==> src/rtl/mem_taps.sv <==
// mem_taps: tapped delay line with per-tap valid flags.
// Tap 0 is the newest sample. listo pulses when a full set advances.
module mem_taps #(
   parameter int cant_bits = 25,
   parameter int taps      = 3,
   parameter int AUTO_DESP = 0
) (
   input  logic                      clk,
   input  logic                      reset,
   input  logic [cant_bits-1:0]      in,
   input  logic                      leer,
   input  logic                      desp,
   input  logic                      limpiar,
   output logic [taps*cant_bits-1:0] out_taps,
   output logic [taps-1:0]           validos,
   output logic [$clog2(taps+1)-1:0] cuenta,
   output logic                      lleno,
   output logic                      listo
);

   localparam int CW = $clog2(taps+1);

   logic [cant_bits-1:0] fss [taps];
   logic [taps-1:0]      v;
   logic [taps-1:0]      v_nx;
   logic                 sh;

   assign sh = (AUTO_DESP != 0) ? leer : desp;

   // Valid flags as they will look after this edge (ignoring flush)
   always_comb begin
      v_nx = v;
      if (sh)
         v_nx[taps-1:1] = v[taps-2:0];
      if (leer)
         v_nx[0] = 1'b1;
   end

   always_ff @(posedge clk or negedge reset) begin
      if (!reset) begin
         for (int k = 0; k < taps; k++)
            fss[k] <= '0;
         v     <= '0;
         listo <= 1'b0;
      end else if (limpiar) begin
         for (int k = 0; k < taps; k++)
            fss[k] <= '0;
         v     <= '0;
         listo <= 1'b0;
      end else begin
         if (leer)
            fss[0] <= in;
         if (sh)
            for (int k = 1; k < taps; k++)
               fss[k] <= fss[k-1];
         v     <= v_nx;
         listo <= sh && (&v_nx);
      end
   end

   for (genvar g = 0; g < taps; g++) begin : g_out
      assign out_taps[(g+1)*cant_bits-1 -: cant_bits] = fss[g];
   end

   assign validos = v;
   assign lleno   = &v;

   always_comb begin
      cuenta = '0;
      for (int k = 0; k < taps; k++)
         cuenta = cuenta + CW'(v[k]);
   end

endmodule

==> config.mk <==
export PLATFORM = sky130hd
export DESIGN_NAME = mem_taps
export DESIGN_NICKNAME = d
export VERILOG_FILES = /design/src/rtl/mem_taps.sv
export SDC_FILE = /design/constraint.sdc
export NUM_CORES = 1
export LEC_CHECK = 0
export ABC_AREA = 1
export CAP_MARGIN = 30
export CORE_MARGIN = 5
export CORE_UTILIZATION = 32
export DETAILED_ROUTE_END_ITERATION = 6
export GPL_TIMING_DRIVEN = 0
export PLACE_DENSITY = 0.64
export SYNTH_ARGS = -nofsm -noshare
export SYNTH_HDL_FRONTEND = slang
export SYNTH_SLANG_ARGS = --single-unit
==> constraint.sdc <==
create_clock -name clk -period 2.6 [get_ports clk]
set_input_delay 0.65 -clock clk [delete_from_list [all_inputs] [get_ports clk]]
set_output_delay 0.65 -clock clk [all_outputs]
set_load 0.1 [all_outputs]
==> Yosys cells after proc, flatten, opt, wreduce, memory -nomap -nowiden <==
Index checks and enable logic that the tools add are counted.
{ "word_totals": {"ff_bits": 79, "wordCells": 19, "input_bits": 30, "output_inout_bits": 82} }
{ "op_classes": {"n_addsub": 2, "reduce_logical": 5, "n_mux": 7} }
{ "op_table": {"columns": ["op", "n"], "rows": [
  ["2-to-1 mux 75 bit", 1],
  ["2-to-1 mux 50 bit", 1],
  ["2-to-1 mux 25 bit", 1],
  ["AND reduction 3 bit", 2],
  ["nonzero test 2 bit", 2],
  ["2-to-1 mux 3 bit", 1],
  ["adder 1 x 1 -> 2 bit", 1],
  ["adder 2 x 1 -> 2 bit", 1],
  ["2-to-1 mux 1 bit", 2],
  ["2-to-1 mux 2 bit", 1],
  ["logical AND 1 bit", 1]
]} }

==> Logic depth before layout (Yosys ltp) <==
{ "depth": {"word_depth": 4, "depth_mapped": 5, "ltp_nobuf": 4} }

==> Worst setup path before layout <==
Ideal clock, no wire load.
{ "synth_timing": {"path_type": "reg2out", "from": "register v[0] (netlist: validos[0])", "to": "output port lleno", "arrival_ns": 2.407, "n_path_buf": 0, "path_stages_with_launch": 3, "required_time_ns": 1.950, "setup_slack_ns": -0.457, "cell_sequence": "dfrtp_1 inv_1 nor2_1"} }
{ "synth_via": {"elab_chain_len": 1} }
{ "synth_rtl": {"columns": ["item", "line_no", "text"], "rows": [
  ["start, declared", "24", "logic [taps-1:0] v;"],
  ["start signal, assigned", "56", "v <= v_nx;"],
  ["AND reduction 3 bit", "66", "assign lleno = &v;"],
  ["end, declared", "17", "output logic lleno,"]
]} }
Every way passes these cells.

==> Final worst setup path <==
{ "layout_timing": {"from": "register fss, in the netlist out_taps[26]", "to": "output port out_taps[26]"} }
{ "layout_lines": {"columns": ["item", "line_no", "text"], "rows": [
  ["start, declared", "23", "logic [cant_bits-1:0] fss [taps];"],
  ["start signal, assigned by index", "55", "fss[k] <= fss[k-1];"],
  ["end, declared", "14", "output logic [taps*cant_bits-1:0] out_taps,"]
]} }
No word-level cell between the ends.

==> run_results.csv <==
group,metric,value,unit
cts,cts.repair_timing.setup_buffer_count,0,
place,dpl_worst_slack,-0.1969,ns
place,place.port_buffers,110,
power_and_ir_drop,ir_drop,0.2682,mV
route,routed-via-count,2738,
setup_path,critical_path.max_fanout,3,
yosys,synth_simple_gate_area_share,31.85,%
yosys,post_synth_num_cell_types,11,
yosys,synth.cell_area,3092,sq um
yosys,synth.most_common_cell,"sky130_fd_sc_hd__nand2_1",
global_route,largest_net_degree_at_the_start_of_global_routing,59,
yosys,netlist_top_cells_count,"175 x sky130_fd_sc_hd__nand2_1, 79 x sky130_fd_sc_hd__dfrtp_1, 57 x sky130_fd_sc_hd__nand3_1",
setup_path,slowest_delay,1.15,ns
setup_path,crit_arrival,1.90,ns
yosys,netlist_instances,347,
setup_path,cp_data_required_time,1.95,ns
yosys,synth.top_cell.area_share,63.94,%
timing,worst-slew-pin-transition,1.018,ns
global_route,number_of_antenna_violations_at_the_first_check_in_global_routing,0,
setup_path,critPathBufInv,1,
yosys,yosys.area_share.xor_xnor,0,%
yosys,async_reset_ff_share,100.0,%
yosys,postSynth.topFlopCell,"sky130_fd_sc_hd__dfrtp_1",
power_and_ir_drop,power.static_leakage,2.447,nW
setup_path,crit_path_end_kind,"primary output",
timing,rsz0062_at_grt,"false",
cts,clkTransAtPathRegs,0.09,ns
final_layout,final_core_utilization,49.50,%
setup_path,start_kind,"flip-flop",
yosys,synthDominantAreaCellType,"sky130_fd_sc_hd__dfrtp_1",
min_path,timing.hold.worst.class,"primary input to asynchronous set/reset pin",
route,post_drt_wl_per_cell,14.76,um
power_and_ir_drop,power_density,646.7,nW/um^2
timing,report.final.slew_viol_count,0,
route,post-route-drc-count,0,
yosys,synth_nets,378,
final_layout,antenna_cell_count,0,
final_layout,postLayoutCellArea,4617,sq um
cts,clock_latency,0.34,ns
timing,finalWorstPathRequiredPeriod,2.555,ns
floorplan,die_h,108.3,um
yosys,post_synth_mux_area_share,0,%
global_route,groute.usage.overall,15.57,%
route,route.final.wire_length,8902,um
cts,clock_tree_from_tritoncts,"yes",
place,gp_routability_congestion,0.8033,
floorplan,placeableCoreArea,9328,sq um
place,place_area,4384,sq um
global_route,grt_first_pass_wirelength,14270,um
yosys,synth_compound_area_share,0,%
yosys,synth.avg_cell_area,8.910,sq um
cts,max-clock-path-buffers,2,
route,detail_route.first_pass.iterations,4,
final_layout,num-nets-final,500,
route,drt.antenna.violating_nets,0,
setup_path,setup.worst_path.class,"flip-flop to primary output",
timing,setup_viol,0,
global_route,globalRoute.totalOverflow,0,
cts,cts_sinks,79,
floorplan,die_x,108.3,um
timing,finalClockSkew,0.007914,ns
outcome,run_status,"finished, final reports clean",
cts,root_buffer_cell,"sky130_fd_sc_hd__clkbuf_8",
timing,hold_viol_final,0,
place,hpwlAfterDp,6684,um
timing,max_clock_freq,391.4,MHz
job,max-cap-violations,0,
route,routed_via_density,4.541,
global_route,first_global_vias,2653,
yosys,synth_area_leaders,"sky130_fd_sc_hd__dfrtp_1 64%, sky130_fd_sc_hd__nand2_1 21%, sky130_fd_sc_hd__nand3_1 9.2%, sky130_fd_sc_hd__buf_2 2.1%, sky130_fd_sc_hd__nor2_1 0.97%",
yosys,ys_seq_elements,79,
yosys,post_synth_fa_ha_maj_area_fraction,0.6475,%
final_layout,fillCellCount,886,
timing,setup_tns,0,ns
final_layout,final_layout_size_suffix_gt1_share,8.017,%
final_layout,area_delta_synth_final,49.33,%
yosys,edff_count_synth,0,
yosys,synth-seq-area-share,63.94,%
timing,timing.final.crit_share,98.26,%
final_layout,fin_cells,603,
yosys,synthesis.yosys.warnings,0,
cts,numCtsBuffers,9,
timing,worst_setup_slack_after_layout,0.04528,ns
setup_path,critical-path-top-delay-family,"buffers and inverters",
yosys,main_combinational_cell_family_by_area_after_synthesis,"simple AND/OR/NAND/NOR gates",
setup_path,critical_path_s_slowest_cell,"sky130_fd_sc_hd__clkdlybuf4s50_1",
floorplan,initial_utilization,33.15,%
timing,slew_headroom,31.89,%
route,drt_iter0_markers,170,
place,post-place-cells,587,
cts,htreeDepth,3,
floorplan,placement_rows,35,
floorplan,io-pin-count,112,
floorplan,fp.dieArea,11730,sq um
setup_path,worstPathCellList,"clkdlybuf4s50_1",
-- registers in the layout (all words and copies together), names as in the netlist --
signal    count
out_taps     75
validos       3
listo         1
-- repair_timing --
action                                  4_1_cts  5_1_grt
gates resized for setup                       9       10
pin swaps                                     0        0
endpoints found under the setup margin        6        9
hold buffers                                  0        0
-- power by group --
group | switching [mW] | leakage [nW] | total [mW] | internal (mW)
clock network | 0.439 | 0.112 | 1.03 | 0.591
logic | 0.497 | 1.26 | 0.644 | 0.147
registers | 0.0399 | 1.08 | 1.31 | 1.27
total | 0.976 | 2.45 | 2.99 | 2.01
-- area by class of cell --
type / count / area, sq um / share of cell area (%)
buffer: 21 / 95.09 / 2.060
clock buffer: 11 / 151.4 / 3.279
clock inverter: 5 / 80.08 / 1.734
inverter: 4 / 15.01 / 0.3252
multi-input combinational: 243 / 1010 / 21.87
sequential: 79 / 1977 / 42.82
tap: 129 / 161.4 / 3.496
timing repair buffer: 111 / 1127 / 24.42
-- routing by layer --
metal	GRT usage, %	part of all wire (%)
met4	5.140	1.9
met3	4.239	6.7
met1	21.75	45
met5	0	0
met2	23.49	46
-- path summary, 6_finish.rpt --
| check | from | endpoint | slack [ns] | cells past startpoint |
|---|---|---|---|---|
| min in group clk | out_taps[66] | out_taps[66] | 0.48 | 2 |
| min reg2reg | out_taps[66] | out_taps[66] | 0.48 | 2 |
| max in group asynchronous | reset | out_taps[20] | 1.82 | 2 |
| max reg2reg | validos[0] | validos[1] | 1.75 | 4 |
| min | reset | out_taps[62] | 0.20 | 1 |
| max | out_taps[26] | out_taps[26] | 0.05 | 1 |
-- kinds of logic (layout without fill, tap and decap cells) --
| family | count (synthesis) | in the layout |
|---|---|---|
| adder cells (fa/ha/maj) | 1 | 1 |
| buffers and inverters | 25 | 152 |
| flip-flops | 79 | 79 |
| AND/OR/NAND/NOR | 242 | 242 |
-- placed cells by master (no fill, tap or decap) --
cell                                n
sky130_fd_sc_hd__buf_1              4
sky130_fd_sc_hd__buf_16             1
sky130_fd_sc_hd__buf_2             14
sky130_fd_sc_hd__buf_4              1
sky130_fd_sc_hd__bufinv_16          2
sky130_fd_sc_hd__clkbuf_1           4
sky130_fd_sc_hd__clkbuf_2           1
sky130_fd_sc_hd__clkbuf_8          11
sky130_fd_sc_hd__clkdlybuf4s15_1    1
sky130_fd_sc_hd__clkdlybuf4s50_1   97
sky130_fd_sc_hd__clkinv_2           1
sky130_fd_sc_hd__clkinvlp_4         2
sky130_fd_sc_hd__dfrtp_1           79
sky130_fd_sc_hd__dlygate4sd2_1      3
sky130_fd_sc_hd__dlymetal6s2s_1     6
sky130_fd_sc_hd__fa_2               1
sky130_fd_sc_hd__inv_1              3
sky130_fd_sc_hd__inv_2              1
sky130_fd_sc_hd__nand2_1          175
sky130_fd_sc_hd__nand3_1           57
sky130_fd_sc_hd__nor2_1             7
sky130_fd_sc_hd__nor2_2             3
-- stage by stage --
step | power (mW) | hold slack, ns
2_1_floorplan | 1.775 | 0.3544
3_3_place_gp | 1.981 | 0.4577
3_5_place_dp | 1.990 | 0.4623
4_1_cts | 3.021 | 0.1935
5_1_grt | 3.103 | 0.2124
6_report | 2.986 | 0.1977
Power figures use the tool's default switching activity.
